**src/rtl/reg_wb_pkg.sv**
```systemverilog
// rtl/reg_wb_pkg.sv - shared types and constants for the register writeback buffer
// Purpose : default geometry, the register-zero constant and the FIFO entry type.
// Ports   : none (package).
// Config  : WB_BYPASS_EN (used by reg_writeback_buffer, not by this package).
package reg_wb_pkg;

  localparam int WB_DEPTH = 4;
  localparam int WB_AW    = 5;
  localparam int WB_DW    = 32;

  localparam logic [WB_AW-1:0] REG_ZERO = '0;

  // One queued register write.
  typedef struct packed {
    logic [WB_AW-1:0] addr;
    logic [WB_DW-1:0] data;
  } wb_entry_t;

endpackage

```
**src/rtl/wb_bypass_lookup.sv**
```systemverilog
// rtl/wb_bypass_lookup.sv - newest-match lookup of pending writes for one read port
// Purpose : combinational priority match of a decode read address against the
//           pending FIFO entries (index 0 = youngest) and the rf output register.
// Ports   : addr            - decode read address
//           ent_addr/data   - FIFO entries ordered youngest first
//           ent_valid       - per-entry occupancy
//           out_valid/addr/data - entry currently presented to the register file
//           hit/data_out    - match flag and newest matching value
// Config  : instantiated only when WB_BYPASS_EN is defined.
module wb_bypass_lookup
  import reg_wb_pkg::*;
#(
  parameter int DEPTH = WB_DEPTH,
  parameter int AW    = WB_AW,
  parameter int DW    = WB_DW
) (
  input  logic [AW-1:0]             addr,
  input  logic [DEPTH-1:0][AW-1:0]  ent_addr,
  input  logic [DEPTH-1:0][DW-1:0]  ent_data,
  input  logic [DEPTH-1:0]          ent_valid,
  input  logic                      out_valid,
  input  logic [AW-1:0]             out_addr,
  input  logic [DW-1:0]             out_data,
  output logic                      hit,
  output logic [DW-1:0]             data_out
);

  // Scan from oldest to youngest so later (younger) matches overwrite earlier ones.
  always_comb begin
    hit      = 1'b0;
    data_out = '0;
    if (addr != REG_ZERO) begin
      if (out_valid && out_addr == addr) begin
        hit      = 1'b1;
        data_out = out_data;
      end
      for (int k = DEPTH - 1; k >= 0; k--) begin
        if (ent_valid[k] && ent_addr[k] == addr) begin
          hit      = 1'b1;
          data_out = ent_data[k];
        end
      end
    end
  end

endmodule

```
**src/rtl/reg_writeback_buffer.sv**
```systemverilog
// rtl/reg_writeback_buffer.sv - in-order writeback FIFO between ALU/load producers and the register file
// Purpose : accepts up to two results per cycle (ALU older than load), drops
//           writes to register 0, drains one write per cycle to rf_*, and
//           optionally forwards pending values to the decode read ports.
// Ports   : clk, reset (sync, active-high)
//           alu_valid/alu_reg/alu_data/alu_ready - ALU result handshake
//           ld_valid/ld_reg/ld_data/ld_ready     - load result handshake
//           rf_we/rf_waddr/rf_wdata              - register file write port
//           count                                - occupied FIFO entries
//           rs_addr/rt_addr -> rs_hit/rs_data, rt_hit/rt_data - pending-write lookup
// Config  : WB_BYPASS_EN - builds the lookup; otherwise hit/data outputs are 0.
module reg_writeback_buffer
  import reg_wb_pkg::*;
#(
  parameter int DEPTH = WB_DEPTH,
  parameter int AW    = WB_AW,
  parameter int DW    = WB_DW
) (
  input  logic                       clk,
  input  logic                       reset,
  input  logic                       alu_valid,
  input  logic [AW-1:0]              alu_reg,
  input  logic [DW-1:0]              alu_data,
  output logic                       alu_ready,
  input  logic                       ld_valid,
  input  logic [AW-1:0]              ld_reg,
  input  logic [DW-1:0]              ld_data,
  output logic                       ld_ready,
  output logic                       rf_we,
  output logic [AW-1:0]              rf_waddr,
  output logic [DW-1:0]              rf_wdata,
  output logic [$clog2(DEPTH):0]     count,
  input  logic [AW-1:0]              rs_addr,
  input  logic [AW-1:0]              rt_addr,
  output logic                       rs_hit,
  output logic                       rt_hit,
  output logic [DW-1:0]              rs_data,
  output logic [DW-1:0]              rt_data
);

  localparam int PW = $clog2(DEPTH);
  localparam int CW = PW + 1;

  wb_entry_t      mem [DEPTH];
  logic [PW-1:0]  head;
  logic [PW-1:0]  tail;
  logic [CW-1:0]  free;
  logic           alu_take;
  logic           ld_take;
  logic [1:0]     n_push;
  logic           pop;

  // Credit is based on the registered count only; a pop in this cycle frees
  // nothing until the next edge, so accepted pushes always fit.
  assign free      = CW'(DEPTH) - count;
  assign alu_ready = (free >= CW'(1));
  assign ld_ready  = (alu_valid && alu_ready) ? (free >= CW'(2)) : (free >= CW'(1));

  // Register-0 transfers complete the handshake but are not stored.
  assign alu_take = alu_valid && alu_ready && (alu_reg != REG_ZERO);
  assign ld_take  = ld_valid  && ld_ready  && (ld_reg  != REG_ZERO);
  assign n_push   = {1'b0, alu_take} + {1'b0, ld_take};
  assign pop      = (count != '0);

  always_ff @(posedge clk) begin
    if (reset) begin
      head     <= '0;
      tail     <= '0;
      count    <= '0;
      rf_we    <= 1'b0;
      rf_waddr <= '0;
      rf_wdata <= '0;
    end else begin
      if (pop) begin
        rf_we    <= 1'b1;
        rf_waddr <= mem[head].addr;
        rf_wdata <= mem[head].data;
        head     <= head + 1'b1;
      end else begin
        rf_we    <= 1'b0;
      end
      tail  <= tail + PW'(n_push);
      count <= count + CW'(n_push) - CW'(pop);
    end
  end

  // Entry storage needs no reset: occupancy is tracked by head/tail/count.
  // The ALU entry lands at tail, the load entry right behind it when both push.
  always_ff @(posedge clk) begin
    if (alu_take) begin
      mem[tail] <= '{addr: alu_reg, data: alu_data};
    end
    if (ld_take) begin
      mem[alu_take ? tail + 1'b1 : tail] <= '{addr: ld_reg, data: ld_data};
    end
  end

`ifdef WB_BYPASS_EN
  logic [DEPTH-1:0][AW-1:0] ord_addr;
  logic [DEPTH-1:0][DW-1:0] ord_data;
  logic [DEPTH-1:0]         ord_valid;

  // Present the queue youngest-first: slot k holds entry tail-1-k.
  always_comb begin
    ord_addr  = '0;
    ord_data  = '0;
    ord_valid = '0;
    for (int k = 0; k < DEPTH; k++) begin
      ord_addr[k]  = mem[tail - PW'(k + 1)].addr;
      ord_data[k]  = mem[tail - PW'(k + 1)].data;
      ord_valid[k] = (CW'(k) < count);
    end
  end

  wb_bypass_lookup #(.DEPTH(DEPTH), .AW(AW), .DW(DW)) u_rs_lookup (
    .addr      (rs_addr),
    .ent_addr  (ord_addr),
    .ent_data  (ord_data),
    .ent_valid (ord_valid),
    .out_valid (rf_we),
    .out_addr  (rf_waddr),
    .out_data  (rf_wdata),
    .hit       (rs_hit),
    .data_out  (rs_data)
  );

  wb_bypass_lookup #(.DEPTH(DEPTH), .AW(AW), .DW(DW)) u_rt_lookup (
    .addr      (rt_addr),
    .ent_addr  (ord_addr),
    .ent_data  (ord_data),
    .ent_valid (ord_valid),
    .out_valid (rf_we),
    .out_addr  (rf_waddr),
    .out_data  (rf_wdata),
    .hit       (rt_hit),
    .data_out  (rt_data)
  );
`else
  // Read addresses are intentionally ignored when forwarding is not built.
  logic unused_addr;
  assign unused_addr = ^{rs_addr, rt_addr};
  assign rs_hit  = 1'b0;
  assign rt_hit  = 1'b0;
  assign rs_data = '0;
  assign rt_data = '0;
`endif

endmodule

```
**config.mk**
```make
export PLATFORM = sky130hd
export DESIGN_NAME = reg_writeback_buffer
export DESIGN_NICKNAME = d
export VERILOG_FILES = /design/src/rtl/reg_wb_pkg.sv /design/src/rtl/wb_bypass_lookup.sv /design/src/rtl/reg_writeback_buffer.sv
export SDC_FILE = /design/constraint.sdc
export NUM_CORES = 1
export LEC_CHECK = 0
export ABC_AREA = 1
export ABC_CLOCK_PERIOD_IN_PS = 3300
export CORE_MARGIN = 2
export CORE_UTILIZATION = 40
export CTS_BUF_LIST = sky130_fd_sc_hd__clkbuf_16
export CTS_CLUSTER_DIAMETER = 40
export DETAILED_ROUTE_END_ITERATION = 8
export REMOVE_ABC_BUFFERS = 1
export SLEW_MARGIN = 15
export SYNTH_ARGS = -nofsm -noshare
export SYNTH_HDL_FRONTEND = slang
export SYNTH_SLANG_ARGS = --single-unit
```
**constraint.sdc**
```tcl
create_clock -name clk -period 3.3 [get_ports clk]
set_input_delay 0.66 -clock clk [delete_from_list [all_inputs] [get_ports clk]]
set_output_delay 0.66 -clock clk [all_outputs]
set_load 0.05 [all_outputs]
```
; ---- Word-level counts from Yosys, hierarchy flattened
; Memory sizes are Yosys's and may differ from the RTL's. A register that Yosys moved wholly into a read port is not among the register bits.
; Cells that the tools add are included.
[totals]
regBits = 8
latch_bits = 0
ramBits = 148
rom_bits = 0
in_bits = 88
output_inout_bits = 109
wordCells = 28
n_memories = 1
[memory_table]
columns = name, depth, width, read_ports, rd_clocked_by_memory_dff, wr, line_no
row1 = mem, 4, 37, 1, 1, 2, reg_writeback_buffer.sv:44  ; wb_entry_t mem [DEPTH];
[op_classes]
add_sub_neg = 7
mul = 0
div = 0
magnitude_cmp = 2
eq_ne = 0
shift = 0
n_mux = 7
bitwise = 0
n_reduce_logical = 7
[ops]
columns = op, n
row1 = nonzero test 5 bit, 2
row2 = 2-to-1 mux 1 bit, 6
row3 = adder 2 x 1 -> 2 bit (second input constant), 2
row4 = logical AND 1 bit, 4
row5 = adder 3 x 2 -> 3 bit, 1
row6 = >= comparator 3 x 1 -> 1 bit (second input constant), 1
row7 = >= comparator 3 x 2 -> 1 bit (second input constant), 1
row8 = nonzero test 3 bit, 1
row9 = subtractor 3 x 1 -> 3 bit, 1
row10 = subtractor 3 bit (first input constant), 1
row11 = adder 1 x 1 -> 2 bit, 1
row12 = adder 2 bit, 1
row13 = 2-to-1 mux 2 bit, 1

; ---- Longest topological paths before layout
[logic_depth]
word_depth = 9
ltp_mapped = 19

; ---- Worst setup path before layout
; OpenSTA, ideal clock, no wires.
[synth_path]
path_kind = register -> register
start = reg count[0]
end = reg count[2]
arrival_time_ps = 3546
t_required_ps = 3172
path_slack_ps = -373
path_stages_with_launch = 20
n_path_buf = 1
synth_period_minus_slack_ps = 3673
path_cell_list = dfxtp_1 -> inv_1 -> ha_1 -> ha_1 -> inv_1 -> nor2_2 -> nand2_2 -> nand2_2 -> nor2_8 -> buf_2 -> ha_1 -> inv_1 -> ha_1 -> inv_1 -> ha_1 -> inv_1 -> fa_1 -> xor2_1 -> inv_1 -> nor2_1
[synth_via]
elab_chain_len = 9
[synth_lines]
columns = item, line_no
row1 = from (decl), reg_writeback_buffer.sv:32  ; output logic [$clog2(DEPTH):0] count,
row2 = from (signal assigned), reg_writeback_buffer.sv:83  ; count <= count + CW'(n_push) - CW'(pop);
row3 = subtractor 3 bit *, reg_writeback_buffer.sv:55  ; assign free = CW'(DEPTH) - count;
row4 = >= comparator 3 x 1 -> 1 bit *, reg_writeback_buffer.sv:56  ; assign alu_ready = (free >= CW'(1));
row5 = named net alu_ready, reg_writeback_buffer.sv:24  ; output logic alu_ready,
row6 = logical AND 1 bit, "reg_writeback_buffer.sv:57, reg_writeback_buffer.sv:60"
row7 = 2-to-1 mux 1 bit, reg_writeback_buffer.sv:57  ; assign ld_ready = (alu_valid && alu_ready) ? (free >= CW'(2)) : (free >= CW'(1));
row8 = logical AND 1 bit (2 in a row), reg_writeback_buffer.sv:61  ; assign ld_take = ld_valid && ld_ready && (ld_reg != REG_ZERO);
row9 = adder 1 x 1 -> 2 bit *, reg_writeback_buffer.sv:62  ; assign n_push = {1'b0, alu_take} + {1'b0, ld_take};
row10 = adder 3 x 2 -> 3 bit *, reg_writeback_buffer.sv:83
row11 = subtractor 3 x 1 -> 3 bit *, reg_writeback_buffer.sv:83
; Mark *: on every way through the listed nets, which the timed path passes. The rest lies on a longest branch.
; A chain may end at the register's enable or synchronous reset.

; ---- Final worst setup path
[layout_path]
start = reg count[1]
end = out alu_ready
[layout_via]
elab_chain_len = 2
[layout_lines]
columns = item, line_no
row1 = subtractor 3 bit, reg_writeback_buffer.sv:55
row2 = >= comparator 3 x 1 -> 1 bit, reg_writeback_buffer.sv:56
row3 = to (decl), reg_writeback_buffer.sv:24
; Every way passes these cells.

==> results.txt <==
----------------------------------------------------
[Status]
  Outcome ... complete, but fails checks
  Violations in the final reports ... design-rule violations

[GRT]
  Met3 global-route usage ... 3.90%
  Largest net degree at the start of global routing ... 57
  Met1 usage ... 24.1%
  Antenna violations before repair ... 0
  Number of global-route vias before repair ... 8,039
  Global-route wire length before repair ... 43,400 µm
  Most used routing layer ... met2
  GRT Overall Usage ... 20.1%
  Overflow left after global routing ... 0
  Met2 Use GR ... 35.7%

[Synth]
  Proportion of register bits with asynchronous set or reset after synthesis ... 0%
  Per-instance average area after synthesis ... 9.00 µm²
  Post-synthesis register bit count ... 193
  Count of mapped cells out of synthesis ... 1,185
  Synth cell count leaders ... nand2_1, nand4_1, edfxtp_1, nor2_1, buf_4
  Syn Std Cell Area ... 10,700 µm²
  Synth area leaders ... edfxtp_1, nand2_1, nand4_1
  Count of flip-flops with a built-in enable after synthesis ... 148
  Top cell type by total area after synthesis ... edfxtp_1
  Leading cell type by number of instances after synthesis ... nand2_1
  Dominant synthesized flop cell ... edfxtp_1
  Ys Warns ... 0
  Area fraction of the dominant cell type after synthesis ... 41.7%
  Fraction of the yosys area taken by sequential cells ... 50.1%
  Unique cell type count in the Yosys netlist ... 29

[Setup path]
  Critical path class ... register to primary output
  Startpoint types ... register
  Crit. End Element ... primary output
  Endpoint arrival time on the critical path ... 2.40 ns
  Maximum fanout count along the critical path ... 7
  Required time of the worst setup path ... 2.64 ns

[Cells and area]
  Filler Cells Inserted ... 2,503
  Nets@finish ... 1,372
  Count of non-filler cells in the finished layout ... 1,618
  Area added between synthesis and finish ... 15.0%
  Layout cell share with drive strength beyond 1 ... 8.03%
  Diodes inserted ... 0

[Clock network]
  Setup Buffers After CTS ... 0
  Hold buffer count at cts ... 0
  Post-cts repair resize count ... 0
  Number of H-tree levels ... 4
  Clock root buffer ... clkbuf_16
  CTS tree ... yes
  Clock sink count ... 193
  Number of buffers inserted during clock tree synthesis ... 17
  Clock slew at the register clock pins of the worst setup and hold paths ... 0.07 ns
  Worst skew pair latency ... 0.45 ns
  Number of buffers between clock root and the deepest sink ... 2

[Placement]
  Number of port buffers ... 120
  GP Congestion ... 0.745
  Number of placed instances, taps included ... 1,586
  Dpl hpwl ... 16,500 µm

[Power and ir drop]
  Total power ... 12,500 µW
  Static leakage power ... 0.00525 µW
  Peak supply drop ... 0.666 mV
  Total power divided by cell area ... 1020 nW/µm²

[STA]
  Crit share post-route ... 92.6%
  Actual transition at the worst max-transition pin ... 1.01 ns
  Number of max-slew violations in the final report ... 0
  RSZ-0062 raised after global routing ... false
  Time the worst path needs with I/O delays and setup ... 3.06 ns
  Final setup vio count ... 0
  Slew headroom ... 33.0%
  Timing-limited maximum frequency ... 327 MHz
  Final hold violation count ... 0
  Fin Clk Skew ... 0.0150 ns

[Routing]
  Routed len/inst ... 17.3 µm
  DRC violation count after routing ... 6
  Antenna-violating nets left ... 0
  Starting DRT DRC Count ... 623
  DRT Pass-1 Iters ... 7
  Routed via count ... 8,414
  Final wirelength ... 28,000 µm
  Drt via density ... 5.20

[Job]
  Max capacitance violation total ... 0

[Floorplan]
  Die width ... 167 µm
  Overall die height ... 167 µm
  Die Outline Area ... 28,000 µm²
  I/O pin count ... 197
  Core outline area ... 26,100 µm²
  Core Rows ... 59
  Effective utilization at floorplan ... 40.8%

[Worst hold path]
  Worst Hold Class ... register to register

----------------------------------------------------
## layout make-up
type / instances / area (µm²) / area share, %
clock inverters: 15 / 93.8 / 0.765
repair buffers: 164 / 1550 / 12.6
inverters: 56 / 210 / 1.71
clock buffers: 17 / 425 / 3.47
flip-flops and latches: 193 / 5350 / 43.6
multi-input cells: 838 / 4210 / 34.4
well taps: 335 / 419 / 3.42
## worst paths after layout
check | from | to | slack (ns) | cells after the start
worst min register to register | rf_waddr[0] | rf_waddr[0] | 0.57 | 4
worst max register to register | count[1] | count[2] | 0.27 | 18
worst max-delay path | count[1] | alu_ready | 0.24 | 7
worst min-delay path | rf_waddr[0] | rf_waddr[0] | 0.57 | 4
## logic make-up after synthesis
group                    share of synthesized area, %
AO/OA/AOI/OAI                                    5.73
AND/OR/NAND/NOR                                  25.8
buffers and inverters                            12.9
XOR/XNOR                                        0.246
multiplexers                                     3.47
adder cells (fa/ha/maj)                          1.71
flip-flops                                       50.1
other                                          0.0352
## report_power, final
group	total, µW	switching, µW	internal, µW	leakage, µW
Combinational	6430	4630	1800	0.00324
Clock	1890	932	957	0.000266
Sequential	4140	372	3770	0.00174
## stage by stage
stage	hold slack, ns	instance area [µm²]	utilization, %	worst slack (ns)	setup TNS (ns)
2_1_floorplan	0.582	9750	-	-1.64	-359.53
3_3_place_gp	0.557	11700	44.9	0.133	0
3_5_place_dp	0.559	11700	44.9	0.142	0
4_1_cts	0.576	12300	46.9	0.205	0
5_1_grt	0.610	12300	46.9	0.0419	0
6_report	0.572	12300	46.9	0.244	0
## cells in the final DEF (no fill, tap or decap), types with 2 or more instances in the layout
| cell | netlist | final |
|---|---|---|
| nand4_1 | 152 | 152 |
| nand3_2 | 5 | 5 |
| mux2i_1 | 37 | 37 |
| inv_2 | 0 | 2 |
| nor3b_1 | 2 | 2 |
| clkbuf_16 | 0 | 17 |
| ha_1 | 13 | 12 |
| nand2_1 | 308 | 304 |
| clkdlybuf4s50_1 | 0 | 118 |
| clkinv_4 | 0 | 2 |
| o21ai_1 | 20 | 20 |
| buf_12 | 0 | 2 |
| dfxtp_1 | 45 | 43 |
| conb_1 | 1 | 66 |
| o21ai_0 | 54 | 54 |
| o22ai_1 | 37 | 37 |
| nand2_4 | 0 | 2 |
| edfxtp_1 | 148 | 148 |
| inv_1 | 56 | 55 |
| buf_4 | 81 | 43 |
| xor2_1 | 2 | 2 |
| inv_6 | 0 | 3 |
| nor2_1 | 125 | 125 |
| nand2_2 | 9 | 11 |
| clkinv_2 | 0 | 7 |
## critical path: stages, from the launching register on
cell and delay [ns]:
dfxtp_1 0.38, inv_1 0.08, ha_1 0.18, ha_2 0.25, inv_1 0.06, nor2_2 0.04
nand2_2 0.14, clkdlybuf4s50_1 0.83
## registers in the layout, summed over array words and instances, names as in the netlist
register	count
tail	2
head	2
mem	148
rf_waddr	5
rf_we	1
count	3
rf_wdata	32
## metal layers
layer  share of wire, %  vias up
met5                  0        -
met4                1.9        0
met3                6.8       55
met2                 51      308
met1                 40     3919
li1                   -     4132
Power figures use the tool's default switching activity.
